$ cat config.mk
export PLATFORM = sky130hd
export DESIGN_NAME = axil_master_cmd
export DESIGN_NICKNAME = d
export VERILOG_FILES = /design/src/rtl/axil_pkg.sv /design/src/rtl/axil_master_cmd.sv
export SDC_FILE = /design/constraint.sdc
export NUM_CORES = 1
export LEC_CHECK = 0
export CAP_MARGIN = 20
export CORE_MARGIN = 2
export CORE_UTILIZATION = 45
export CTS_CLUSTER_DIAMETER = 80
export CTS_CLUSTER_SIZE = 25
export DETAILED_ROUTE_END_ITERATION = 7
export PLACE_DENSITY = 0.85
export REMOVE_ABC_BUFFERS = 1
export SYNTH_ARGS = -nofsm -noshare
export SYNTH_HDL_FRONTEND = slang
export SYNTH_SLANG_ARGS = --single-unit
$ cat constraint.sdc
create_clock -name aclk -period 10.7 [get_ports aclk]
set_input_delay 2.14 -clock aclk [delete_from_list [all_inputs] [get_ports aclk]]
set_output_delay 2.14 -clock aclk [all_outputs]
set_load 0.03 [all_outputs]
$ cat src/rtl/axil_pkg.sv
`default_nettype none
// ============================================================================
// Module      : axil_pkg
// Description : Shared AXI4-Lite response codes, master FSM state encoding
//               and the data word returned on a watchdog timeout.
// Revision    : 1.0 - initial release
// ============================================================================
package axil_pkg;

   localparam logic [1:0] RESP_OKAY   = 2'b00;
   localparam logic [1:0] RESP_EXOKAY = 2'b01;
   localparam logic [1:0] RESP_SLVERR = 2'b10;
   localparam logic [1:0] RESP_DECERR = 2'b11;

   localparam logic [31:0] TIMEOUT_DATA = 32'hDEAD_BEEF;

   typedef enum logic [2:0] {
      ST_IDLE    = 3'd0,
      ST_WR      = 3'd1,
      ST_WR_RESP = 3'd2,
      ST_RD_ADDR = 3'd3,
      ST_RD_DATA = 3'd4,
      ST_RSP     = 3'd5
   } state_t;

endpackage
`default_nettype wire

$ cat src/rtl/axil_master_cmd.sv
`default_nettype none
// ============================================================================
// Module      : axil_master_cmd
// Description : Single-outstanding AXI4-Lite master. Turns a command stream
//               (read/write, addr, data) into AW/W/B or AR/R transactions and
//               returns exactly one response per command. Every output is a
//               flop; the combinational block only computes next values.
//               Optional watchdog: define AXIL_MASTER_TIMEOUT_EN.
// Revision    : 1.0 - initial release
// ============================================================================
module axil_master_cmd
   import axil_pkg::*;
#(
   parameter int ADDR_W      = 32,
   parameter int DATA_W      = 32,
   parameter int TIMEOUT_CYC = 256
) (
   input  logic              aclk,
   input  logic              areset,
   // command stream
   input  logic              cmd_valid,
   output logic              cmd_ready,
   input  logic              cmd_write,
   input  logic [ADDR_W-1:0] cmd_addr,
   input  logic [DATA_W-1:0] cmd_wdata,
   // response stream
   output logic              rsp_valid,
   input  logic              rsp_ready,
   output logic              rsp_write,
   output logic [DATA_W-1:0] rsp_rdata,
   output logic [1:0]        rsp_resp,
   // AXI4-Lite master port
   output logic              m_axil_awvalid,
   output logic [ADDR_W-1:0] m_axil_awaddr,
   input  logic              m_axil_awready,
   output logic              m_axil_wvalid,
   output logic [DATA_W-1:0] m_axil_wdata,
   input  logic              m_axil_wready,
   input  logic              m_axil_bvalid,
   input  logic [1:0]        m_axil_bresp,
   output logic              m_axil_bready,
   output logic              m_axil_arvalid,
   output logic [ADDR_W-1:0] m_axil_araddr,
   input  logic              m_axil_arready,
   input  logic              m_axil_rvalid,
   input  logic [DATA_W-1:0] m_axil_rdata,
   input  logic [1:0]        m_axil_rresp,
   output logic              m_axil_rready
);

   // A watchdog shorter than two cycles could fire before any slave answers.
   if (TIMEOUT_CYC < 2) begin : g_timeout_cyc_chk
      $error("TIMEOUT_CYC must be at least 2");
   end

   state_t              r_state;
   state_t              w_state_nxt;
   logic                w_cmd_ready_nxt;
   logic                w_rsp_valid_nxt;
   logic                w_rsp_write_nxt;
   logic [DATA_W-1:0]   w_rsp_rdata_nxt;
   logic [1:0]          w_rsp_resp_nxt;
   logic                w_awvalid_nxt;
   logic [ADDR_W-1:0]   w_awaddr_nxt;
   logic                w_wvalid_nxt;
   logic [DATA_W-1:0]   w_wdata_nxt;
   logic                w_bready_nxt;
   logic                w_arvalid_nxt;
   logic [ADDR_W-1:0]   w_araddr_nxt;
   logic                w_rready_nxt;

`ifdef AXIL_MASTER_TIMEOUT_EN
   localparam int                c_wd_w   = $clog2(TIMEOUT_CYC + 1);
   localparam logic [c_wd_w-1:0] c_wd_max = c_wd_w'(TIMEOUT_CYC - 1);
   localparam logic [c_wd_w-1:0] c_wd_one = c_wd_w'(1);

   logic [c_wd_w-1:0] r_wd_cnt;
   logic              w_busy;
   logic              w_timeout;

   assign w_busy    = (r_state == ST_WR)      || (r_state == ST_WR_RESP) ||
                      (r_state == ST_RD_ADDR) || (r_state == ST_RD_DATA);
   // Fires on the TIMEOUT_CYC-th cycle spent waiting on the bus.
   assign w_timeout = w_busy && (r_wd_cnt == c_wd_max);

   // Watchdog: counts bus-wait cycles, cleared whenever the FSM is not waiting.
   always_ff @(posedge aclk or posedge areset) begin
      if (areset) begin
         r_wd_cnt <= '0;
      end else if (!w_busy) begin
         r_wd_cnt <= '0;
      end else begin
         r_wd_cnt <= r_wd_cnt + c_wd_one;
      end
   end
`endif

   // Next-state and next-output logic; every register holds by default.
   always_comb begin
      w_state_nxt     = r_state;
      w_cmd_ready_nxt = cmd_ready;
      w_rsp_valid_nxt = rsp_valid;
      w_rsp_write_nxt = rsp_write;
      w_rsp_rdata_nxt = rsp_rdata;
      w_rsp_resp_nxt  = rsp_resp;
      w_awvalid_nxt   = m_axil_awvalid;
      w_awaddr_nxt    = m_axil_awaddr;
      w_wvalid_nxt    = m_axil_wvalid;
      w_wdata_nxt     = m_axil_wdata;
      w_bready_nxt    = m_axil_bready;
      w_arvalid_nxt   = m_axil_arvalid;
      w_araddr_nxt    = m_axil_araddr;
      w_rready_nxt    = m_axil_rready;

      case (r_state)
         ST_IDLE: begin
            if (cmd_valid && cmd_ready) begin
               w_cmd_ready_nxt = 1'b0;
               if (cmd_write) begin
                  w_awaddr_nxt  = cmd_addr;
                  w_wdata_nxt   = cmd_wdata;
                  w_awvalid_nxt = 1'b1;
                  w_wvalid_nxt  = 1'b1;
                  w_state_nxt   = ST_WR;
               end else begin
                  w_araddr_nxt  = cmd_addr;
                  w_arvalid_nxt = 1'b1;
                  w_state_nxt   = ST_RD_ADDR;
               end
            end
         end
         ST_WR: begin
            // AW and W retire independently; each valid drops after its own handshake.
            w_awvalid_nxt = m_axil_awvalid && !m_axil_awready;
            w_wvalid_nxt  = m_axil_wvalid  && !m_axil_wready;
            if (!w_awvalid_nxt && !w_wvalid_nxt) begin
               w_bready_nxt = 1'b1;
               w_state_nxt  = ST_WR_RESP;
            end
         end
         ST_WR_RESP: begin
            if (m_axil_bvalid) begin
               w_bready_nxt    = 1'b0;
               w_rsp_valid_nxt = 1'b1;
               w_rsp_write_nxt = 1'b1;
               w_rsp_rdata_nxt = '0;
               w_rsp_resp_nxt  = m_axil_bresp;
               w_state_nxt     = ST_RSP;
            end
         end
         ST_RD_ADDR: begin
            if (m_axil_arready) begin
               w_arvalid_nxt = 1'b0;
               w_rready_nxt  = 1'b1;
               w_state_nxt   = ST_RD_DATA;
            end
         end
         ST_RD_DATA: begin
            if (m_axil_rvalid) begin
               w_rready_nxt    = 1'b0;
               w_rsp_valid_nxt = 1'b1;
               w_rsp_write_nxt = 1'b0;
               w_rsp_rdata_nxt = m_axil_rdata;
               w_rsp_resp_nxt  = m_axil_rresp;
               w_state_nxt     = ST_RSP;
            end
         end
         ST_RSP: begin
            if (rsp_ready) begin
               w_rsp_valid_nxt = 1'b0;
               w_cmd_ready_nxt = 1'b1;
               w_state_nxt     = ST_IDLE;
            end
         end
         default: begin
            w_cmd_ready_nxt = 1'b1;
            w_rsp_valid_nxt = 1'b0;
            w_awvalid_nxt   = 1'b0;
            w_wvalid_nxt    = 1'b0;
            w_bready_nxt    = 1'b0;
            w_arvalid_nxt   = 1'b0;
            w_rready_nxt    = 1'b0;
            w_state_nxt     = ST_IDLE;
         end
      endcase

`ifdef AXIL_MASTER_TIMEOUT_EN
      // Bus recovery: abandon the transfer and report SLVERR to the host.
      if (w_timeout) begin
         w_awvalid_nxt   = 1'b0;
         w_wvalid_nxt    = 1'b0;
         w_bready_nxt    = 1'b0;
         w_arvalid_nxt   = 1'b0;
         w_rready_nxt    = 1'b0;
         w_rsp_valid_nxt = 1'b1;
         w_rsp_write_nxt = (r_state == ST_WR) || (r_state == ST_WR_RESP);
         w_rsp_rdata_nxt = DATA_W'(TIMEOUT_DATA);
         w_rsp_resp_nxt  = RESP_SLVERR;
         w_state_nxt     = ST_RSP;
      end
`endif
   end

   // State and output registers; reset returns every output to idle at once.
   always_ff @(posedge aclk or posedge areset) begin
      if (areset) begin
         r_state        <= ST_IDLE;
         cmd_ready      <= 1'b1;
         rsp_valid      <= 1'b0;
         rsp_write      <= 1'b0;
         rsp_rdata      <= '0;
         rsp_resp       <= RESP_OKAY;
         m_axil_awvalid <= 1'b0;
         m_axil_awaddr  <= '0;
         m_axil_wvalid  <= 1'b0;
         m_axil_wdata   <= '0;
         m_axil_bready  <= 1'b0;
         m_axil_arvalid <= 1'b0;
         m_axil_araddr  <= '0;
         m_axil_rready  <= 1'b0;
      end else begin
         r_state        <= w_state_nxt;
         cmd_ready      <= w_cmd_ready_nxt;
         rsp_valid      <= w_rsp_valid_nxt;
         rsp_write      <= w_rsp_write_nxt;
         rsp_rdata      <= w_rsp_rdata_nxt;
         rsp_resp       <= w_rsp_resp_nxt;
         m_axil_awvalid <= w_awvalid_nxt;
         m_axil_awaddr  <= w_awaddr_nxt;
         m_axil_wvalid  <= w_wvalid_nxt;
         m_axil_wdata   <= w_wdata_nxt;
         m_axil_bready  <= w_bready_nxt;
         m_axil_arvalid <= w_arvalid_nxt;
         m_axil_araddr  <= w_araddr_nxt;
         m_axil_rready  <= w_rready_nxt;
      end
   end

endmodule
`default_nettype wire
# After elaboration in Yosys (flattened, before gate mapping)

Index checks and enable logic that the tools add are counted.

Register bits after elaboration: 141
Bits of input ports: 110
Output and inout bits: 138
Word-level logic and storage cells: 96

Eq/ne operators: 13
Mux-type cells: 36
Bitwise gates (word level): 7
Reductions and logical operators: 26

Operators by type and width:

| operator           | number |
|---|---|
| $mux 32            | 2 |
| $pmux 32 s2        | 1 |
| $reduce_and 3->1   | 7 |
| $reduce_or 4->1    | 5 |
| $mux 3             | 6 |
| $pmux 1 s3         | 6 |
| $pmux 3 s6         | 1 |
| $ne 2x2->1 const B | 8 |
| $mux 1             | 14 |
| $reduce_and 4->1   | 2 |
| $not 1->1          | 7 |
| $eq 3x2->1 const B | 2 |
| $eq 3x3->1 const B | 2 |
| $mux 2             | 3 |
| $reduce_and 6->1   | 1 |
| $logic_and 1x1->1  | 4 |
| $logic_not 1->1    | 4 |
| $pmux 1 s4         | 1 |
| $pmux 2 s2         | 1 |
| $eq 3x1->1 const B | 1 |
| $logic_not 3->1    | 1 |
| $reduce_or 3->1    | 1 |
| $pmux 1 s2         | 1 |
| $reduce_bool 2->1  | 1 |

# Longest topological paths before layout

Gate-level depths: netlist (run 1).

Word-level depth: 6
Depth in mapped cells: 8
Depth with buffers taken out: 6

# Worst setup path before layout (run 1)

OpenSTA, ideal clock, no wires.

Kind: input to register
Start point: in cmd_valid
End point: reg m_axil_awaddr[20]
Setup time: 125 ps
Arrival: 3079 ps
Data required time: 10575 ps
Path slack: 7496 ps
Stages on the path: 4
Path buffers: 1
Path through: nand3_1 nor2_8 buf_6 mux2_2

Word-level cells in the longest chain between the ends: 2

Ends and longest elaborated chain:

| item                       | line                   | RTL |
|---|---|---|
| from (decl)                | axil_master_cmd.sv:21  | `input logic cmd_valid,` |
| $logic_and 1x1->1          | axil_master_cmd.sv:117 | `if (cmd_valid && cmd_ready) begin` |
| $reduce_and 3->1 (no line) | n/a                    |  |
| to (signal assigned)       | axil_master_cmd.sv:229 | `m_axil_awaddr <= w_awaddr_nxt;` |
| to (decl)                  | axil_master_cmd.sv:34  | `output logic [ADDR_W-1:0] m_axil_awaddr,` |

No other way between the ends.
A chain may end at the register's enable or synchronous reset.

# Final worst setup path (run 1)

Start point: in cmd_write
End point: reg m_axil_wdata[18]

Word-level cells in the longest chain between the ends: 1

Ends and longest elaborated chain:

| item                       | line                   | RTL |
|---|---|---|
| from (decl)                | axil_master_cmd.sv:23  | `input logic cmd_write,` |
| $reduce_and 3->1 (no line) | n/a                    |  |
| to (signal assigned)       | axil_master_cmd.sv:231 | `m_axil_wdata <= w_wdata_nxt;` |
| to (decl)                  | axil_master_cmd.sv:37  | `output logic [DATA_W-1:0] m_axil_wdata,` |

No other way between the ends.

==> results of run 1 <==
placed cells by master, fill, tap and decap left out, types with 5 or more instances in the layout:
master,count
mux2_1,6
clkinv_2,5
nand3_1,5
clkdlybuf4s50_1,247
a22o_1,35
mux2_2,94
clkbuf_16,17
o21ai_0,10
dfrtp_1,140
nand2_1,11
a21oi_1,5
registers in the layout, indices dropped and copies added (netlist names):
| register | count |
|---|---|
| m_axil_wvalid | 1 |
| rsp_valid | 1 |
| rsp_rdata | 32 |
| m_axil_awaddr | 32 |
| cmd_ready | 1 |
| rsp_resp | 2 |
| m_axil_arvalid | 1 |
| m_axil_araddr | 32 |
| m_axil_wdata | 32 |
| m_axil_rready | 1 |
| rsp_write | 1 |
| m_axil_awvalid | 1 |
| r_state | 3 |
| m_axil_bready | 1 |
power groups by stage:
stage | registers [mW] | logic, mW | clock network [mW]
after floorplan | 1.43 | 0.354 | 0
after CTS | 0.953 | 1.51 | 0.587
after global placement | 0.940 | 1.47 | 0
final | 0.952 | 1.51 | 0.574
after global routing | 0.982 | 1.57 | 0.613
after detailed placement | 0.952 | 1.50 | 0
kinds of logic (layout without fill, tap and decap cells):
logic type | count (synthesis) | in the layout | synth area share [%]
fa+ha+maj | 2 | 2 | 0.447
mux | 102 | 102 | 20.5
buf+inv | 26 | 287 | 3.17
compound gates | 64 | 64 | 8.78
simple gates | 37 | 37 | 4.13
flops | 141 | 141 | 63.0
metrics by stage:
| stage | setup WS (ns) | utilization [%] | instances | hold slack, ns |
|---|---|---|---|---|
| after detailed placement | 6.21 | 67.6 | 768 | 0.479 |
| after CTS | 6.65 | 72.5 | 800 | 0.491 |
| final | 6.62 | 72.7 | 801 | 0.486 |
| after floorplan | 4.78 | - | 350 | 0.570 |
| after global placement | 6.30 | 67.6 | 768 | 0.468 |
| after global routing | 6.50 | 72.7 | 801 | 0.513 |
worst max-delay path by stage:
stage,from,end,slack (ns),depth (start not counted)
floorplan,areset,m_axil_araddr[0],4.78,1
global placement,cmd_write,m_axil_wdata[5],6.30,4
detailed placement,cmd_write,m_axil_awaddr[20],6.21,4
CTS,cmd_write,m_axil_awaddr[20],6.65,4
global route,cmd_write,m_axil_wdata[2],6.50,4
finish,cmd_write,m_axil_wdata[18],6.62,4
layout make-up:
| class | count | area [um^2] |
|---|---|---|
| flip-flops and latches | 141 | 3530 |
| fillers | 801 | 3290 |
| repair buffers | 251 | 2520 |
| multi-input cells | 205 | 1900 |
| clock buffers | 21 | 470 |
| well taps | 168 | 210 |
| clock inverters | 11 | 116 |
| inverters | 4 | 20.0 |
worst reg2reg max path, stage by stage, from the launching register on:
cell and delay (ns):
dfrtp_1 0.57, or3_4 0.54, nor2_8 0.86, mux2_2 0.48
layer usage:
metal	vias to the layer above	GRT usage, %	share of wire [%]
li1	1859	-	-
met1	2059	25.6	37
met2	201	37.3	51
met3	35	7.64	8.5
met4	0	10.4	3.2
met5	-	0	0
==> results.py, run 1 <==
metrics = {
    "floorplanning": {
        "start_util_pct": 46.4,
        "num_rows": 40,
        "coreArea_um2": 12100,
        "die_area_um2": 13400,
        "die_x_um": 116,
        "die_h_um": 116,
        "ios": 248,
    },
    "global_route": {
        "overflow": 0,
        "grt_first_pass_wirelength_um": 22500,
        "grt_start_max_net_pins": 79,
        "antenna_found_initial": 0,
        "grt_pass1_vias": 4316,
        "groute.usage.overall_pct": 22.2,
    },
    "cts": {
        "cts.clk_slew.worst_paths_ns": 0.06,
        "clock_sinks": 141,
        "cts-root-buf": "clkbuf_16",
        "ctsHoldBuffers": 0,
        "htreeDepth": 4,
        "cts.path.max_buffers": 2,
        "cts_tree": "yes",
        "clock_latency_ns": 0.41,
        "post_cts_resized": 0,
        "postCtsSetupRepairBufs": 0,
        "cts_inserted_buffers": 17,
    },
    "placed_design": {
        "placed_area_um2": 8150,
        "port_buffers": 247,
        "hpwl_um": 10000,
        "gp_congestion": 0.845,
    },
    "pwr": {
        "power_frac_seq_pct": 31.4,
        "power.internal_mw": 1.84,
        "switching_share_pct": 39.5,
        "vdd_drop_max_uv": 196,
        "p_switching_mw": 1.20,
        "power.density_nw_per_um2": 346,
        "p_clk_share_pct": 18.9,
        "fin_total_pwr_mw": 3.03,
        "comb_power_share_pct": 49.7,
        "power_leakage_nw": 3.82,
    },
    "worst_setup_path": {
        "path_class": "input port to flop",
        "worst_path_largest_cell_delay_ns": 0.91,
        "start_kind": "input port",
        "rrSetupSlack_ns": 8.14,
        "required_ns": 10.99,
        "cpMaxStageDelayCell": "nor2_8",
        "r2r-start": "r_state[0]",
        "crit_arrival_ns": 4.38,
        "crit_fanout": 64,
        "critPathTopFamily": "simple AND/OR/NAND/NOR gates",
        "regToRegEndpoint": "m_axil_wdata[18]",
        "r2r_cells": 3,
        "path_buf_inv": 1,
        "cp_cell_sequence": "clkdlybuf4s50_1 > nand3_1 > nor2_8 > mux2_2",
        "worstSetupEndpointType": "flop",
    },
    "timing": {
        "fmax_mhz": 245,
        "min_period_ns": 4.08,
        "timing_max_transition_violations_final": 0,
        "hold_viol_final": 0,
        "tns_ns": 0,
        "rsz0062_at_grt": "no",
        "setup_viol": 0,
        "tightest_slew_ns": 1.11,
        "relSlewSlack_pct": 25.9,
        "fin_crit_sh_pct": 38.2,
        "skew_ns": 0.00411,
    },
    "routing": {
        "drtIter0Drc": 329,
        "viasPerCell": 5.19,
        "routedWlPerCell_um": 18.4,
        "vias": 4154,
        "drc_errors": 0,
        "first_pass_iters": 4,
        "drt-total-wl_um": 14800,
        "ant_nets": 0,
    },
    "hold_path": {
        "worstHoldPathType": "flop to flop",
        "whs_endpoint": "m_axil_awaddr[16]",
        "worstHoldStart": "m_axil_awaddr[16]",
        "whs_path_depth": 1,
    },
    "synthesis": {
        "yosys-top-cells-count": "dfrtp_1, mux2_2, a22o_1",
        "synth.yosys.seq_area_share_pct": 63.0,
        "netlist_area_um2": 5600,
        "yosysMostFrequentCell": "dfrtp_1",
        "ys_ff_latch": 141,
        "synth-edff-count": 0,
        "synth.distinct_cells": 39,
        "avgSynthCellArea_um2": 15.1,
        "netlist.area_leader.share_pct": 62.5,
        "netlist_top_cells_area": "dfrtp_1, mux2_2, a22o_1",
        "synth-main-ff-cell": "dfrtp_1",
        "synthCells": 372,
        "synth_top_area_cell": "dfrtp_1",
        "yosys_warnings": 0,
        "synth_async_sr_flop_share_pct": 100,
    },
    "job": {
        "timing.max_cap.violations": 0,
    },
    "layout": {
        "post-route-cell-area_um2": 8770,
        "drive_gt1_share_pct": 21.6,
        "antenna_cells": 0,
        "layout.nets": 732,
        "area_growth_pct": 56.5,
    },
    "status": {
        "outcome": "finished, final reports clean",
    },
}
Note: power is estimated with default switching activity, not from simulation.
==> inputs of run 2 (changes only) <==
--- a/config.mk
+++ b/config.mk
@@ -7,11 +7,11 @@
 export LEC_CHECK = 0
 export CAP_MARGIN = 20
 export CORE_MARGIN = 2
-export CORE_UTILIZATION = 45
+export CORE_UTILIZATION = 42
 export CTS_CLUSTER_DIAMETER = 80
 export CTS_CLUSTER_SIZE = 25
 export DETAILED_ROUTE_END_ITERATION = 7
-export PLACE_DENSITY = 0.85
+export PLACE_DENSITY = 0.8
 export REMOVE_ABC_BUFFERS = 1
 export SYNTH_ARGS = -nofsm -noshare
 export SYNTH_HDL_FRONTEND = slang
==> constraint.sdc (replaced) <==
create_clock -name aclk -period 3.95 [get_ports aclk]
set_input_delay 0.79 -clock aclk [delete_from_list [all_inputs] [get_ports aclk]]
set_output_delay 0.79 -clock aclk [all_outputs]
set_load 0.03 [all_outputs]
==> run 2 against run 1 <==
  * Clock-buffer cell count stayed put
  * Die area rose by 6.9%
  * Sequential share of layout area down 0.16 points
  * Largest cell class unchanged
  * Worst hold slack got worse by 0.0023 ns
==> results.py, run 2 (synthesis results as in run 1) <==
metrics = {
    "status": {
        "outcome": "finished, final reports clean",
    },
    "routing": {
        "ant_nets": 0,
        "drtIter0Drc": 241,
        "routedWlPerCell_um": 18.2,
        "drt-total-wl_um": 14700,
        "drc_errors": 0,
        "first_pass_iters": 4,
        "vias": 4105,
        "viasPerCell": 5.07,
    },
    "cts": {
        "cts.clk_slew.worst_paths_ns": 0.05,
        "clock_latency_ns": 0.41,
        "cts-root-buf": "clkbuf_16",
        "ctsHoldBuffers": 0,
        "cts_tree": "yes",
        "cts.path.max_buffers": 2,
        "cts_inserted_buffers": 17,
        "post_cts_resized": 0,
        "htreeDepth": 4,
        "postCtsSetupRepairBufs": 0,
        "clock_sinks": 141,
    },
    "placed_design": {
        "dp_slack_ns": 1.20,
        "placed_area_um2": 8200,
        "hpwl_um": 10400,
        "port_buffers": 247,
        "gp_congestion": 0.828,
    },
    "timing": {
        "min_period_ns": 2.51,
        "finalHoldWorstSlack_ns": 0.483,
        "fin_crit_sh_pct": 63.4,
        "relSlewSlack_pct": 28.4,
        "fmax_mhz": 399,
        "timing_max_transition_violations_final": 0,
        "tightest_slew_ns": 1.07,
        "setup_slack_ns": 1.44,
        "rsz0062_at_grt": "no",
        "setup_viol": 0,
        "skew_ns": 0.0110,
        "hold_viol_final": 0,
        "tns_ns": 0,
    },
    "pwr": {
        "p_switching_mw": 3.23,
        "p_clk_share_pct": 19.6,
        "vdd_drop_max_uv": 470,
        "power_frac_seq_pct": 31.2,
        "power.internal_mw": 5.01,
        "power.density_nw_per_um2": 936,
        "power_leakage_nw": 3.83,
        "comb_power_share_pct": 49.1,
        "switching_share_pct": 39.2,
    },
    "worst_setup_path": {
        "required_ns": 4.25,
        "path_class": "flop to flop",
        "worstSetupEndpointType": "flop",
        "crit_fanout": 34,
        "crit_arrival_ns": 2.80,
        "start_kind": "flop",
    },
    "floorplanning": {
        "start_util_pct": 42.6,
        "die_x_um": 119,
        "ios": 248,
        "coreArea_um2": 13100,
        "die_h_um": 119,
        "die_area_um2": 14300,
        "num_rows": 42,
    },
    "global_route": {
        "groute.usage.overall_pct": 20.7,
        "overflow": 0,
        "grt_pass1_vias": 4364,
        "antenna_found_initial": 0,
        "grt_first_pass_wirelength_um": 22900,
        "grt_start_max_net_pins": 68,
    },
    "job": {
        "timing.max_cap.violations": 0,
    },
    "layout": {
        "antenna_cells": 0,
        "area_growth_pct": 57.2,
        "final_common_cell": "clkdlybuf4s50_1",
        "fin_util_pct": 67.0,
        "layout.nets": 733,
        "mostFrequentLayoutCells": "clkdlybuf4s50_1, dfrtp_1, mux2_2",
        "post-route-cell-area_um2": 8800,
        "drive_gt1_share_pct": 21.5,
    },
    "hold_path": {
        "worstHoldPathType": "flop to flop",
    },
}
## run 2: cell type report
cell class,instances,area [um^2]
Sequential cell,141,3530
Inverter,4,20.0
Multi-Input combinational cell,205,1900
Fill cell,972,4330
Clock inverter,10,139
Tap cell,176,220
Timing Repair Buffer,252,2530
Clock buffer,21,460
## run 2: critical path: stages (launching register included)
cell	delay (ns)
dfrtp_1	0.64
inv_1	0.34
nand3_1	0.15
a21o_1	0.84
mux2_2	0.42
## run 2: final timing paths
| kind | slack (ns) | end | depth (start not counted) | startpoint |
|---|---|---|---|---|
| setup / recovery | 1.44 | rsp_resp[1] | 4 | r_state[1] |
| setup reg to reg | 1.44 | rsp_resp[1] | 4 | r_state[1] |
| min in group asynchronous | 0.84 | rsp_rdata[10] | 2 | areset |
| max in group asynchronous | 2.36 | m_axil_awaddr[0] | 3 | areset |
| hold reg to reg | 0.48 | m_axil_araddr[24] | 1 | m_axil_araddr[24] |
| hold / removal | 0.48 | m_axil_araddr[24] | 1 | m_axil_araddr[24] |
## run 2: power by group through the flow
stage / logic [mW] / registers [mW] / clock network (mW)
final: 4.05 / 2.57 / 1.62
after global routing: 4.23 / 2.67 / 1.71
after CTS: 4.08 / 2.58 / 1.64
after detailed placement: 4.06 / 2.58 / 0
after global placement: 3.99 / 2.55 / 0
after floorplan: 0.959 / 3.86 / 0
## run 2: layer usage
| layer | global-route usage (%) | wire length, um | up-vias |
|---|---|---|---|
| met4 | 8.24 | 331 | 0 |
| met3 | 7.76 | 1120 | 21 |
| met5 | 0 | 0 | - |
| li1 | - | - | 1857 |
| met1 | 23.4 | 5620 | 2056 |
| met2 | 35.5 | 7640 | 171 |
## run 2: stage by stage
| step | total power [mW] | std cells |
|---|---|---|
| finish | 8.24 | 809 |
| global route | 8.61 | 809 |
| CTS | 8.30 | 809 |
| detailed placement | 6.65 | 778 |
| global placement | 6.53 | 778 |
| floorplan | 4.82 | 350 |
==> inputs of run 3 (changes only) <==
--- a/config.mk
+++ b/config.mk
@@ -7,11 +7,11 @@
 export LEC_CHECK = 0
 export CAP_MARGIN = 20
 export CORE_MARGIN = 2
-export CORE_UTILIZATION = 42
+export CORE_UTILIZATION = 38
 export CTS_CLUSTER_DIAMETER = 80
 export CTS_CLUSTER_SIZE = 25
 export DETAILED_ROUTE_END_ITERATION = 7
-export PLACE_DENSITY = 0.8
+export PLACE_DENSITY = 0.77
 export REMOVE_ABC_BUFFERS = 1
 export SYNTH_ARGS = -nofsm -noshare
 export SYNTH_HDL_FRONTEND = slang
==> constraint.sdc (replaced) <==
create_clock -name aclk -period 2.2 [get_ports aclk]
set_input_delay 0.44 -clock aclk [delete_from_list [all_inputs] [get_ports aclk]]
set_output_delay 0.44 -clock aclk [all_outputs]
set_load 0.03 [all_outputs]
==> run 3 against run 2 <==
  * Clock skew shrank 0.0011 ns
  * Non-clock buffer count is 13 higher
  * Worst hold slack worse by 0.095 ns
  * Clock-buffer cell count is the same
  * Global-route usage decreased by 1.6 points
  * Final cell count increased by 2.6%
  * Total power up 83%
  * First-iteration DRC count rose by 5.0%
  * Combinational power grew 84%
  * Sequential share of layout area shrank 0.85 points
==> results.py, run 3 (synthesis results as in run 1) <==
metrics = {
    "timing": {
        "setup_slack_ns": 0.0771,
        "fmax_mhz": 471,
        "skew_ns": 0.00980,
        "timing_max_transition_violations_final": 0,
        "tightest_slew_ns": 0.555,
        "relSlewSlack_pct": 62.9,
        "tns_ns": 0,
        "finalHoldWorstSlack_ns": 0.389,
        "hold_viol_final": 0,
        "setup_viol": 0,
        "fin_crit_sh_pct": 96.5,
        "min_period_ns": 2.12,
        "rsz0062_at_grt": "no",
    },
    "cts": {
        "htreeDepth": 4,
        "postCtsSetupRepairBufs": 0,
        "clock_latency_ns": 0.41,
        "cts_tree": "yes",
        "post_cts_resized": 0,
        "ctsHoldBuffers": 0,
        "clock_sinks": 141,
        "cts-root-buf": "clkbuf_16",
        "cts.path.max_buffers": 2,
        "cts.clk_slew.worst_paths_ns": 0.06,
        "cts_inserted_buffers": 17,
    },
    "worst_setup_path": {
        "start_kind": "flop",
        "required_ns": 1.76,
        "path_class": "flop to output port",
        "crit_fanout": 7,
        "path_buf_inv": 1,
        "cpMaxStageDelayCell": "clkdlybuf4s50_1",
        "crit_arrival_ns": 1.68,
        "cp_cell_sequence": "clkdlybuf4s50_1",
        "worst_path_largest_cell_delay_ns": 0.69,
        "worstSetupEndpointType": "output port",
        "critPathTopFamily": "buffers and inverters",
    },
    "pwr": {
        "vdd_drop_max_uv": 905,
        "power.density_nw_per_um2": 1680,
        "power_leakage_nw": 3.92,
        "fin_total_pwr_mw": 15.1,
    },
    "global_route": {
        "groute.usage.overall_pct": 19.1,
        "grt_start_max_net_pins": 56,
        "grt_pass1_vias": 4548,
        "antenna_found_initial": 0,
        "overflow": 0,
        "grt_first_pass_wirelength_um": 23800,
    },
    "layout": {
        "drive_gt1_share_pct": 23.2,
        "fillers": 1110,
        "mostFrequentLayoutCells": "clkdlybuf4s50_1, dfrtp_1, mux2_2",
        "layout.nets": 746,
        "multi_input_area_um2": 1900,
        "antenna_cells": 0,
        "fin_util_pct": 62.1,
        "area_growth_pct": 60.6,
        "ff_latch_area_um2": 3530,
        "final_common_cell": "clkdlybuf4s50_1",
    },
    "placed_design": {
        "dp_slack_ns": 0.0942,
        "hpwl_um": 10800,
        "port_buffers": 247,
        "gp_congestion": 0.789,
    },
    "routing": {
        "drtIter0Drc": 253,
        "met3_length_um": 1200,
        "vias": 4186,
        "routedWlPerCell_um": 18.1,
        "first_pass_iters": 5,
        "wl_met2_um": 7810,
        "drt-total-wl_um": 15000,
        "highest_layer": "met4",
        "ant_nets": 0,
        "viasPerCell": 5.04,
        "met1_length_um": 5750,
        "drc_errors": 0,
    },
    "floorplanning": {
        "coreArea_um2": 14500,
        "ios": 248,
        "num_rows": 44,
        "start_util_pct": 38.7,
        "die_x_um": 125,
        "die_area_um2": 15700,
        "die_h_um": 125,
    },
    "status": {
        "outcome": "finished, final reports clean",
    },
    "job": {
        "timing.max_cap.violations": 0,
    },
    "hold_path": {
        "worstHoldPathType": "input port to async pin",
    },
}
run 3: cell types whose count changed in the layout (fill, tap and decap cells not counted), sizes merged:
cell,delta
buf,+13
bufinv,+1
clkinv,-3
clkinvlp,+2
run 3: final timing paths:
kind	depth (start not counted)	end	slack (ns)	from
max	1	cmd_ready	0.08	cmd_ready
min	2	m_axil_wdata[1]	0.39	areset
max reg2reg	4	rsp_resp[1]	0.25	r_state[2]
min reg2reg	1	m_axil_araddr[24]	0.49	m_axil_araddr[24]
max in group asynchronous	3	m_axil_awaddr[12]	1.19	areset
min in group aclk	1	m_axil_araddr[24]	0.49	m_axil_araddr[24]
run 3: layer usage:
layer | GRT usage [%] | vias to the layer above
met2 | 32.8 | 170
li1 | - | 1887
met5 | 0 | -
met1 | 21.5 | 2110
met4 | 6.99 | 0
met3 | 7.70 | 19
run 3: where the power goes:
group	total, mW	internal, mW	leakage (nW)	switching (mW)
logic	7.47	3.42	1.82	4.05
registers	4.56	3.84	1.79	0.724
clock network	3.04	1.98	0.302	1.06
run 3: final cells by class:
class,instances,share of cell area [%]
flip-flops and latches,141,39.2
inverters,4,0.223
repair buffers,265,29.8
clock buffers,21,5.23
clock inverters,10,1.79
well taps,184,2.56
multi-input cells,205,21.1
run 3: metrics by stage:
step,instances,instance area [um^2]
after detailed placement,799,8360
after floorplan,350,5440
after global placement,799,8360
final,830,8990
after CTS,830,8990
after global routing,830,8990
run 3: worst reg2reg max path, cell delays in order (launching register included):
cell	delay (ns)
dfrtp_1	0.55
buf_4	0.23
or3b_2	0.50
mux2_2	0.29
mux2_2	0.26
